===== config.mk =====
export PLATFORM = sky130hd
export DESIGN_NAME = green_interp_pipe
export DESIGN_NICKNAME = d
export VERILOG_FILES = /design/src/rtl/gi_pkg.sv /design/src/rtl/gi_dir_est.sv /design/src/rtl/green_interp_pipe.sv
export SDC_FILE = /design/constraint.sdc
export NUM_CORES = 1
export LEC_CHECK = 0
export ABC_AREA = 1
export CAP_MARGIN = 30
export CORE_ASPECT_RATIO = 0.5
export CORE_MARGIN = 1
export CORE_UTILIZATION = 51
export DETAILED_ROUTE_END_ITERATION = 10
export PLACE_DENSITY_LB_ADDON = 0.05
export REMOVE_ABC_BUFFERS = 1
export SETUP_SLACK_MARGIN = 0.4
export SLEW_MARGIN = 20
export SYNTH_ARGS = -nofsm -noshare
export SYNTH_HDL_FRONTEND = slang
export SYNTH_HIERARCHICAL = 1
export SYNTH_SLANG_ARGS = --single-unit

===== constraint.sdc =====
create_clock -name clk -period 7.1 [get_ports clk]
set_clock_uncertainty 0.05 [all_clocks]
set_input_delay 0.71 -clock clk [delete_from_list [all_inputs] [get_ports clk]]
set_output_delay 0.71 -clock clk [all_outputs]
set_load 0.01 [all_outputs]

===== src/rtl/gi_pkg.sv =====
// ---------------------------------------------------------------------------
// gi_pkg -- shared definitions for the green interpolation pipeline.
//   DIR_*   : 2-bit decision codes driven on green_interp_pipe.dir
//   EST_W   : estimate/gradient width for the default 12-bit pixel
//   est_w() : same width rule for any pixel width (pixel + 4 guard bits)
// ---------------------------------------------------------------------------
package gi_pkg;

   localparam logic [1:0] DIR_BYPASS = 2'b00;
   localparam logic [1:0] DIR_AVG    = 2'b01;
   localparam logic [1:0] DIR_H      = 2'b10;
   localparam logic [1:0] DIR_V      = 2'b11;

   localparam int PIXEL_W_DEF = 12;
   localparam int EST_W       = PIXEL_W_DEF + 4;

   // Four guard bits hold 6x pixel max (numerator) and the sign.
   function automatic int est_w(input int pixel_w);
      return pixel_w + 4;
   endfunction

endpackage


===== src/rtl/gi_dir_est.sv =====
// ---------------------------------------------------------------------------
// gi_dir_est -- combinational estimate for one direction (H or V).
//   c, m2, m1, p1, p2 : centre and neighbours at -2, -1, +1, +2
//   num  : signed 4x estimate  2*(m1+p1) + 2*c - m2 - p2
//   grad : unsigned gradient   |m1-p1| + |2*c - m2 - p2|
// ---------------------------------------------------------------------------
module gi_dir_est
   import gi_pkg::*;
#(
   parameter  int PIXEL_W = 12,
   localparam int EW      = est_w(PIXEL_W)
) (
   input  logic [PIXEL_W-1:0]   c,
   input  logic [PIXEL_W-1:0]   m2,
   input  logic [PIXEL_W-1:0]   m1,
   input  logic [PIXEL_W-1:0]   p1,
   input  logic [PIXEL_W-1:0]   p2,
   output logic signed [EW-1:0] num,
   output logic [EW-1:0]        grad
);

   logic signed [EW-1:0] cs, m2s, m1s, p1s, p2s;
   logic signed [EW-1:0] d1, d2, a1, a2;

   always_comb begin
      cs   = $signed(EW'(c));
      m2s  = $signed(EW'(m2));
      m1s  = $signed(EW'(m1));
      p1s  = $signed(EW'(p1));
      p2s  = $signed(EW'(p2));
      num  = ((m1s + p1s + cs) <<< 1) - m2s - p2s;
      d1   = m1s - p1s;
      d2   = (cs <<< 1) - m2s - p2s;
      a1   = d1[EW-1] ? -d1 : d1;
      a2   = d2[EW-1] ? -d2 : d2;
      grad = $unsigned(a1 + a2);
   end

endmodule


===== src/rtl/green_interp_pipe.sv =====
// ---------------------------------------------------------------------------
// green_interp_pipe -- 3-stage gradient-directed green interpolation.
//   clk, rst            : clock, synchronous active-low reset
//   in_valid/in_ready   : window handshake (c, h_*, v_*, is_green, th_lo/hi)
//   out_valid/out_ready : result handshake (green, dir)
// Stage 1: per-direction estimates and gradients (two gi_dir_est).
// Stage 2: /4 estimates, gradient difference, dominant direction.
// Stage 3: threshold decision, saturation, optional clamp.
// Build option: define GREEN_INTERP_CLAMP_EN to clamp non-bypass results to
// the range of the four nearest neighbours.
// ---------------------------------------------------------------------------
module green_interp_pipe
   import gi_pkg::*;
#(
   parameter int PIXEL_W = 12,
   parameter int TH_W    = 8
) (
   input  logic               clk,
   input  logic               rst,
   input  logic               in_valid,
   output logic               in_ready,
   input  logic               is_green,
   input  logic [PIXEL_W-1:0] c,
   input  logic [PIXEL_W-1:0] h_m2,
   input  logic [PIXEL_W-1:0] h_m1,
   input  logic [PIXEL_W-1:0] h_p1,
   input  logic [PIXEL_W-1:0] h_p2,
   input  logic [PIXEL_W-1:0] v_m2,
   input  logic [PIXEL_W-1:0] v_m1,
   input  logic [PIXEL_W-1:0] v_p1,
   input  logic [PIXEL_W-1:0] v_p2,
   input  logic [TH_W-1:0]    th_lo,
   input  logic [TH_W-1:0]    th_hi,
   output logic               out_valid,
   input  logic               out_ready,
   output logic [PIXEL_W-1:0] green,
   output logic [1:0]         dir
);

   localparam int EW     = est_w(PIXEL_W);
   localparam int RW     = EW + 2;   // headroom for 3*gd + go
   localparam int STAGES = 3;
   localparam logic signed [RW-1:0] PMAX =
      $signed({{(RW-PIXEL_W){1'b0}}, {PIXEL_W{1'b1}}});

   // vld_pipe[0] is the incoming valid, [STAGES] is out_valid
   logic [STAGES:1] vld_q;
   logic [STAGES:0] vld_pipe;

   always_comb vld_pipe = {vld_q, in_valid};

   assign out_valid = vld_pipe[STAGES];
   // Whole pipe moves in lockstep; only a blocked output stalls it.
   assign in_ready  = !(out_valid && !out_ready);

   // ---------------- stage 1 ----------------
   logic signed [EW-1:0] gh4_n, gv4_n;
   logic [EW-1:0]        dh_n, dv_n;

   gi_dir_est #(.PIXEL_W(PIXEL_W)) u_est_h (
      .c(c), .m2(h_m2), .m1(h_m1), .p1(h_p1), .p2(h_p2),
      .num(gh4_n), .grad(dh_n)
   );

   gi_dir_est #(.PIXEL_W(PIXEL_W)) u_est_v (
      .c(c), .m2(v_m2), .m1(v_m1), .p1(v_p1), .p2(v_p2),
      .num(gv4_n), .grad(dv_n)
   );

   logic signed [EW-1:0] s1_gh4, s1_gv4;
   logic [EW-1:0]        s1_dh, s1_dv;
   logic [PIXEL_W-1:0]   s1_c;
   logic                 s1_byp;
   logic [TH_W-1:0]      s1_tlo, s1_thi;

`ifdef GREEN_INTERP_CLAMP_EN
   logic [PIXEL_W-1:0] cmin_n, cmax_n, s1_cmin, s1_cmax, s2_cmin, s2_cmax;
   logic [PIXEL_W-1:0] lo_h, lo_v, hi_h, hi_v;

   always_comb begin
      lo_h   = (h_m1 < h_p1) ? h_m1 : h_p1;
      hi_h   = (h_m1 < h_p1) ? h_p1 : h_m1;
      lo_v   = (v_m1 < v_p1) ? v_m1 : v_p1;
      hi_v   = (v_m1 < v_p1) ? v_p1 : v_m1;
      cmin_n = (lo_h < lo_v) ? lo_h : lo_v;
      cmax_n = (hi_h > hi_v) ? hi_h : hi_v;
   end
`endif

   // ---------------- stage 2 ----------------
   logic signed [EW-1:0] s2_gh, s2_gv;
   logic [EW-1:0]        s2_diff;
   logic                 s2_hdom;
   logic [PIXEL_W-1:0]   s2_c;
   logic                 s2_byp;
   logic [TH_W-1:0]      s2_tlo, s2_thi;

   // Datapath registers carry no reset; validity lives in vld_q.
   always_ff @(posedge clk) begin
      if (in_ready) begin
         s1_gh4  <= gh4_n;
         s1_gv4  <= gv4_n;
         s1_dh   <= dh_n;
         s1_dv   <= dv_n;
         s1_c    <= c;
         s1_byp  <= is_green;
         s1_tlo  <= th_lo;
         s1_thi  <= th_hi;

         s2_gh   <= s1_gh4 >>> 2;
         s2_gv   <= s1_gv4 >>> 2;
         s2_diff <= (s1_dh >= s1_dv) ? (s1_dh - s1_dv) : (s1_dv - s1_dh);
         s2_hdom <= (s1_dh <= s1_dv);     // tie resolves to H
         s2_c    <= s1_c;
         s2_byp  <= s1_byp;
         s2_tlo  <= s1_tlo;
         s2_thi  <= s1_thi;
`ifdef GREEN_INTERP_CLAMP_EN
         s1_cmin <= cmin_n;
         s1_cmax <= cmax_n;
         s2_cmin <= s1_cmin;
         s2_cmax <= s1_cmax;
`endif
      end
   end

   // ---------------- stage 3 ----------------
   logic signed [RW-1:0] ghx, gvx, gdx, gox, res;
   logic [PIXEL_W-1:0]   s3_green;
   logic [1:0]           s3_dir;

   always_comb begin
      ghx    = RW'(s2_gh);
      gvx    = RW'(s2_gv);
      gdx    = s2_hdom ? ghx : gvx;
      gox    = s2_hdom ? gvx : ghx;
      s3_dir = s2_hdom ? DIR_H : DIR_V;
      // th_hi is tested first so th_lo > th_hi leaves no blend region
      if (s2_diff >= EW'(s2_thi)) begin
         res = gdx;
      end else if (s2_diff < EW'(s2_tlo)) begin
         res    = (ghx + gvx) >>> 1;
         s3_dir = DIR_AVG;
      end else begin
         res = ((gdx <<< 1) + gdx + gox) >>> 2;
      end

      if (res[RW-1])       s3_green = '0;
      else if (res > PMAX) s3_green = '1;
      else                 s3_green = res[PIXEL_W-1:0];

`ifdef GREEN_INTERP_CLAMP_EN
      if (s3_green < s2_cmin)      s3_green = s2_cmin;
      else if (s3_green > s2_cmax) s3_green = s2_cmax;
`endif

      if (s2_byp) begin
         s3_green = s2_c;
         s3_dir   = DIR_BYPASS;
      end
   end

   always_ff @(posedge clk) begin
      if (!rst) begin
         vld_q <= '0;
         green <= '0;
         dir   <= DIR_BYPASS;
      end else if (in_ready) begin
         vld_q <= vld_pipe[STAGES-1:0];
         green <= s3_green;
         dir   <= s3_dir;
      end
   end

endmodule


==> out/results.ini, run 1 <==
[global_route]
grt_max_degree = 75
grt_pass1_vias = 16284
grt_usage_pct = 27.1
grt_pass1_wl_microns = 85800
grt_overflow_total = 0
antenna_found_initial = 0

[routing]
drt-wirelength-per-cell_microns = 16.3
postRouteAntennaNets = 0
firstDrtPassIters = 5
drt_first_iter_violations = 1075
drc_errors = 0
dr_total_vias = 17431
routed_wl_microns = 54600
viasPerCell = 5.20

[power_and_ir_drop]
total_leakage_power_nw = 11.5
p_clk_share_pct = 8.3
seq_power_share_pct = 17.2
peakVddDrop_uv = 371
switching_share_pct = 53.4
cellPowerDensity_mw_per_mm2 = 518
comb_power_share_pct = 74.5
internal_power_mw = 5.60
p_switching_mw = 6.42

[clock_network]
clock_sinks = 180
clock_latency_ns = 0.45
post_cts_resized = 0
cts_tree = built
ctsHoldBuffers = 0
clock-root-buffer = clkbuf_16
cts.clk_slew.worst_paths_ns = 0.08
cts_buffers = 17
clk_path_buf_depth = 2
postCtsSetupRepairBufs = 0
htree_num_levels = 4

[worst_setup_path]
critPathKind = in2reg
end_kind = flop
crit_arrival_ns = 6.10
cpPeakStageDelay_ns = 0.58
cpMostUsedCell = nand2_1
crit_family = simple AND/OR/NAND/NOR gates
cp_num_buf_inv = 6
cp-start-kind = input port
path_max_fanout = 15
slowest_stage = clkdlybuf4s50_1
required_ns = 7.25

[logic_synthesis]
ys_warn_count = 6
synthCells = 2655
postSynthAreaPerCell_sq_um = 7.73
syn_area_sq_mm = 0.0205

[sta]
setup_violations = 0
worstMarginPinSlew_ns = 0.840
fmax_ghz = 0.168
setup_tns_ns = 0
rsz0062_at_grt = false
slew_viol_final = 0
slew_headroom_pct = 44.0
post-route-period-util_pct = 83.9
layout_min_cycle_time_ns = 5.95
finalHoldViolCount = 0

[cells_and_area]
final_nets = 3241
fillers = 3735
final_area_sq_mm = 0.0232
areaGrowthSynthToFinish_pct = 13.0
diodes = 0
drive_above_1_share_pct = 7.90

[die]
rows = 51
die_h_microns = 144
io_pins = 145
die_area_sq_mm = 0.0411
die_x_microns = 286
initial_core_util_pct = 52.3
core_area_sq_mm = 0.0392

[placement]
gp_congestion = 0.936
post-dp-hpwl_microns = 46900
port_buffers = 144
place_area_sq_mm = 0.0226

[flow_run]
maxCapViolations = 0

[run_status]
run_status = completed

[min_path]
hp-class = reg2reg

==> stage by stage <==
step / power (mW) / utilization, % / std cells / setup WS, ns / hold WS, ns
finish: 12.0 / 59.1 / 3351 / 1.15 / 0.364
global route: 13.2 / 59.1 / 3351 / 0.561 / 0.365
CTS: 12.0 / 59.1 / 3351 / 1.19 / 0.366
detailed placement: 10.9 / 57.5 / 3319 / 0.749 / 0.355
global placement: 10.9 / 57.5 / 3319 / 0.894 / 0.351
floorplan: 8.65 / - / 2629 / 1.99 / 0.350
==> registers in the layout, summed over array words and instances, names as in the netlist <==
signal,count
s1_dh,16
s1_dv,16
s2_diff,16
s1_gh4,14
s1_gv4,14
s2_gh,14
s2_gv,14
green,12
s1_c,12
s2_c,12
s1_thi,8
s1_tlo,8
s2_thi,8
s2_tlo,8
vld_q,3
dir,2
s1_byp,1
s2_byp,1
s2_hdom,1
==> worst register-to-register path: stages (launching register included) <==
cell and delay (ns):
edfxtp_1 0.86, inv_2 0.22, or2_2 0.33, o21ai_0 0.19, inv_1 0.13, fa_1 0.56
inv_1 0.07, fa_1 0.47, inv_1 0.10, nand2_1 0.07, nand3_2 0.11, nand2_1 0.09
nand2_1 0.07, nand2_1 0.04, nand3_1 0.10, nand3_2 0.11, o21bai_4 0.40, nand3_1 0.16
nand2_1 0.11, a21oi_1 0.06
==> cell usage in the layout, fill, tap and decap left out, drive strengths merged, types with 7 or more instances in the layout <==
cell           count
buf               16
a21o              10
o21ai            147
o2111ai            7
nand3            170
inv              488
dfxtp             17
nand3b            12
a31oi              7
xnor2             52
xor2             125
nand4             31
or2                9
clkinv             7
edfxtp           163
nor2             162
o211ai             7
o21bai            22
nand2            637
clkdlybuf4s50    144
nor3              23
clkbuf            17
a21oi            210
ha               231
fa                73
==> power groups by stage <==
stage                     Combinational (mW)  Clock (mW)  Sequential, mW
after floorplan                         6.68           0            1.97
after global placement                  8.79           0            2.07
after detailed placement                8.83           0            2.08
after CTS                               8.88        1.02            2.06
after global routing                    10.1        1.05            2.11
final                                   8.95       0.994            2.06
==> metal layers <==
layer / part of all wire (%) / wire length [microns] / track usage (%)
met3: 5.1 / 2760 / 3.44
met2: 44 / 24000 / 43.8
met4: 1.2 / 632 / 5.26
met5: 0 / 0 / 0
met1: 50 / 27200 / 39.0
==> layout make-up <==
class                      instances  area (sq um)  share of cell area (%)
clock buffer                      17           425                    1.83
timing repair buffer             160          1560                    6.73
clock inverter                    15           216                   0.933
multi-input combinational       1969         13300                    57.3
inverter                         480          1810                    7.80
tap                              530           663                    2.86
sequential                       180          5240                    22.6
==> worst paths after layout <==
kind / cells after the start / slack (ns) / end / start
setup reg to reg: 19 / 2.69 / green[11] / s2_hdom
hold reg to reg: 0 / 0.36 / s2_c[4] / s1_c[4]
setup / recovery: 35 / 1.15 / s1_dv[12] / c[1]
hold / removal: 0 / 0.36 / s2_c[4] / s1_c[4]
No activity file was read; power rests on OpenSTA's default activity.
==> run 2, diff against run 1 <==
Clock period 7.1 ns to 5.65 ns, I/O delays scaled along.
==> run 2 against run 1 <==
Net effect:
- sequential share of layout area fell by 0.66 points
- critical endpoint is now s1_dh[15]
- die area did not move
- global-route usage about the same
- setup slack got worse by 0.48 ns
- first-iteration DRC count grew 17%
- via count grew 2.4%
- utilization rose by 1.8 points
- non-clock buffer count up 48
- register-to-register slack got worse by 1.2 ns
- combinational power rose by 31%
==> out/results.ini, run 2 (synthesized netlist as in run 1, its figures left out) <==
[sta]
setup_violations = 0
rsz0062_at_grt = true
holdWs_ns = 0.368
post-route-period-util_pct = 88.3
slew_viol_final = 0
finalHoldViolCount = 0
worstMarginPinSlew_ns = 0.761
slew_headroom_pct = 49.3
layout_min_cycle_time_ns = 4.99
fmax_ghz = 0.201

[power_and_ir_drop]
finalPower_mw = 15.6
seq_power_share_pct = 16.7
cellPowerDensity_mw_per_mm2 = 652
comb_power_share_pct = 75.4
total_leakage_power_nw = 11.8
p_switching_mw = 8.17
switching_share_pct = 52.5
internal_power_mw = 7.40
peakVddDrop_uv = 464
p_clk_share_pct = 7.9

[cells_and_area]
drive_above_1_share_pct = 11.3
final_common_cell = nand2_1
final_cell_mix = nand2_1, inv_1, ha_1, a21oi_1, edfxtp_1
final_nets = 3289
utilization_pct = 60.9
fillers = 3607
top_regs = s1_dh (16), s1_dv (16), s2_diff (16)
final_area_sq_mm = 0.0239
areaGrowthSynthToFinish_pct = 16.4

[worst_setup_path]
required_ns = 5.80
regToRegSetupSlack_ns = 1.54
crit_arrival_ns = 5.14
end_kind = flop
critPathKind = in2reg
path_max_fanout = 7
cp-start-kind = input port

[min_path]
hp-class = reg2reg

[global_route]
grt_overflow_total = 0
grt_usage_pct = 27.1
grt_pass1_wl_microns = 86500
antenna_found_initial = 5
grt_pass1_vias = 16705
grt_max_degree = 142

[clock_network]
clock_latency_ns = 0.45
clock_sinks = 180
ctsHoldBuffers = 0
clk_path_buf_depth = 2
cts.clk_slew.worst_paths_ns = 0.08
clock-root-buffer = clkbuf_16
cts_tree = built
htree_num_levels = 4
cts_buffers = 17

[placement]
post-dp-hpwl_microns = 46900
gp_congestion = 0.982
port_buffers = 144
place_area_sq_mm = 0.0229

[routing]
drt-wirelength-per-cell_microns = 16.3
drc_errors = 0
viasPerCell = 5.25
firstDrtPassIters = 6
dr_total_vias = 17854
routed_wl_microns = 55400
drt_first_iter_violations = 1259
postRouteAntennaNets = 0

[run_status]
run_status = completed

[die]
io_pins = 145
rows = 51
core_area_sq_mm = 0.0392
die_x_microns = 286
die_area_sq_mm = 0.0411
die_h_microns = 144
initial_core_util_pct = 52.3

[flow_run]
maxCapViolations = 0

## run 2: cell types whose count changed in the layout (fill, tap and decap cells not counted), moves of 10 or more
cell	before	now
buf_4	16	58
ha_1	231	217
o21ai_0	125	115
a21oi_2	22	36
ha_4	0	13
a21oi_1	186	171
## run 2: path summary, 6_finish.rpt
check | depth (start not counted) | startpoint | endpoint
max | 28 | h_m2[0] | s1_dh[15]
min | 0 | s1_tlo[7] | s2_tlo[7]
max reg2reg | 19 | s2_hdom | green[11]
min reg2reg | 0 | s1_tlo[7] | s2_tlo[7]
## run 2: metal layers
layer	vias up	GRT usage (%)	wire length [microns]
met5	-	0	27
li1	9043	-	-
met4	4	6.25	952
met1	8241	38.3	27400
met2	495	44.3	24300
met3	71	3.38	2730
## run 2: layout make-up
type	instances	area, sq um	area share (%)
multi-input combinational	1969	13600	56.9
sequential	180	5240	21.9
timing repair buffer	208	1960	8.22
inverter	480	1810	7.58
tap	530	663	2.77
clock buffer	18	429	1.80
clock inverter	14	181	0.759
antenna	2	5.00	0.0209
## run 2: what timing repair did
| action | CTS | global route |
|---|---|---|
| gates resized for setup | 0 | 79 |
| setup buffers | 0 | 5 |
| endpoints found under the setup margin | 0 | 20 |
## run 2: worst max-delay path, stage by stage
cell,delay (ns)
clkdlybuf4s50_1,0.59
inv_1,0.11
fa_1,0.41
nand3_1,0.10
nand3_1,0.20
a21oi_2,0.25
nor2_1,0.06
nor2_1,0.11
xnor2_1,0.08
ha_1,0.29
nand2_1,0.07
or2_2,0.30
nand3_2,0.09
inv_2,0.05
nand2_4,0.07
nand2_4,0.08
nand2_1,0.09
xor2_1,0.14
inv_1,0.05
ha_1,0.33
a21oi_2,0.15
nand2_1,0.08
a21oi_1,0.18
buf_4,0.15
nand3b_1,0.10
o2111ai_1,0.16
a21oi_1,0.19
o21bai_1,0.08
## run 2: through the flow
stage / setup TNS [ns] / instances / setup WS, ns
after floorplan: 0 / 2629 / 0.688
after global placement: 0 / 3361 / 0.0989
after detailed placement: -0.0616 / 3361 / -0.0319
after CTS: 0 / 3393 / 0.434
after global routing: 0 / 3400 / 0.324
final: 0 / 3401 / 0.663
## run 2: power by group through the flow
stage	Clock [mW]	Combinational, mW	Sequential (mW)
final	1.22	11.7	2.60
after global routing	1.30	13.2	2.65
after CTS	1.26	11.3	2.60
after detailed placement	0	11.2	2.63
after global placement	0	11.1	2.61
after floorplan	0	8.39	2.47
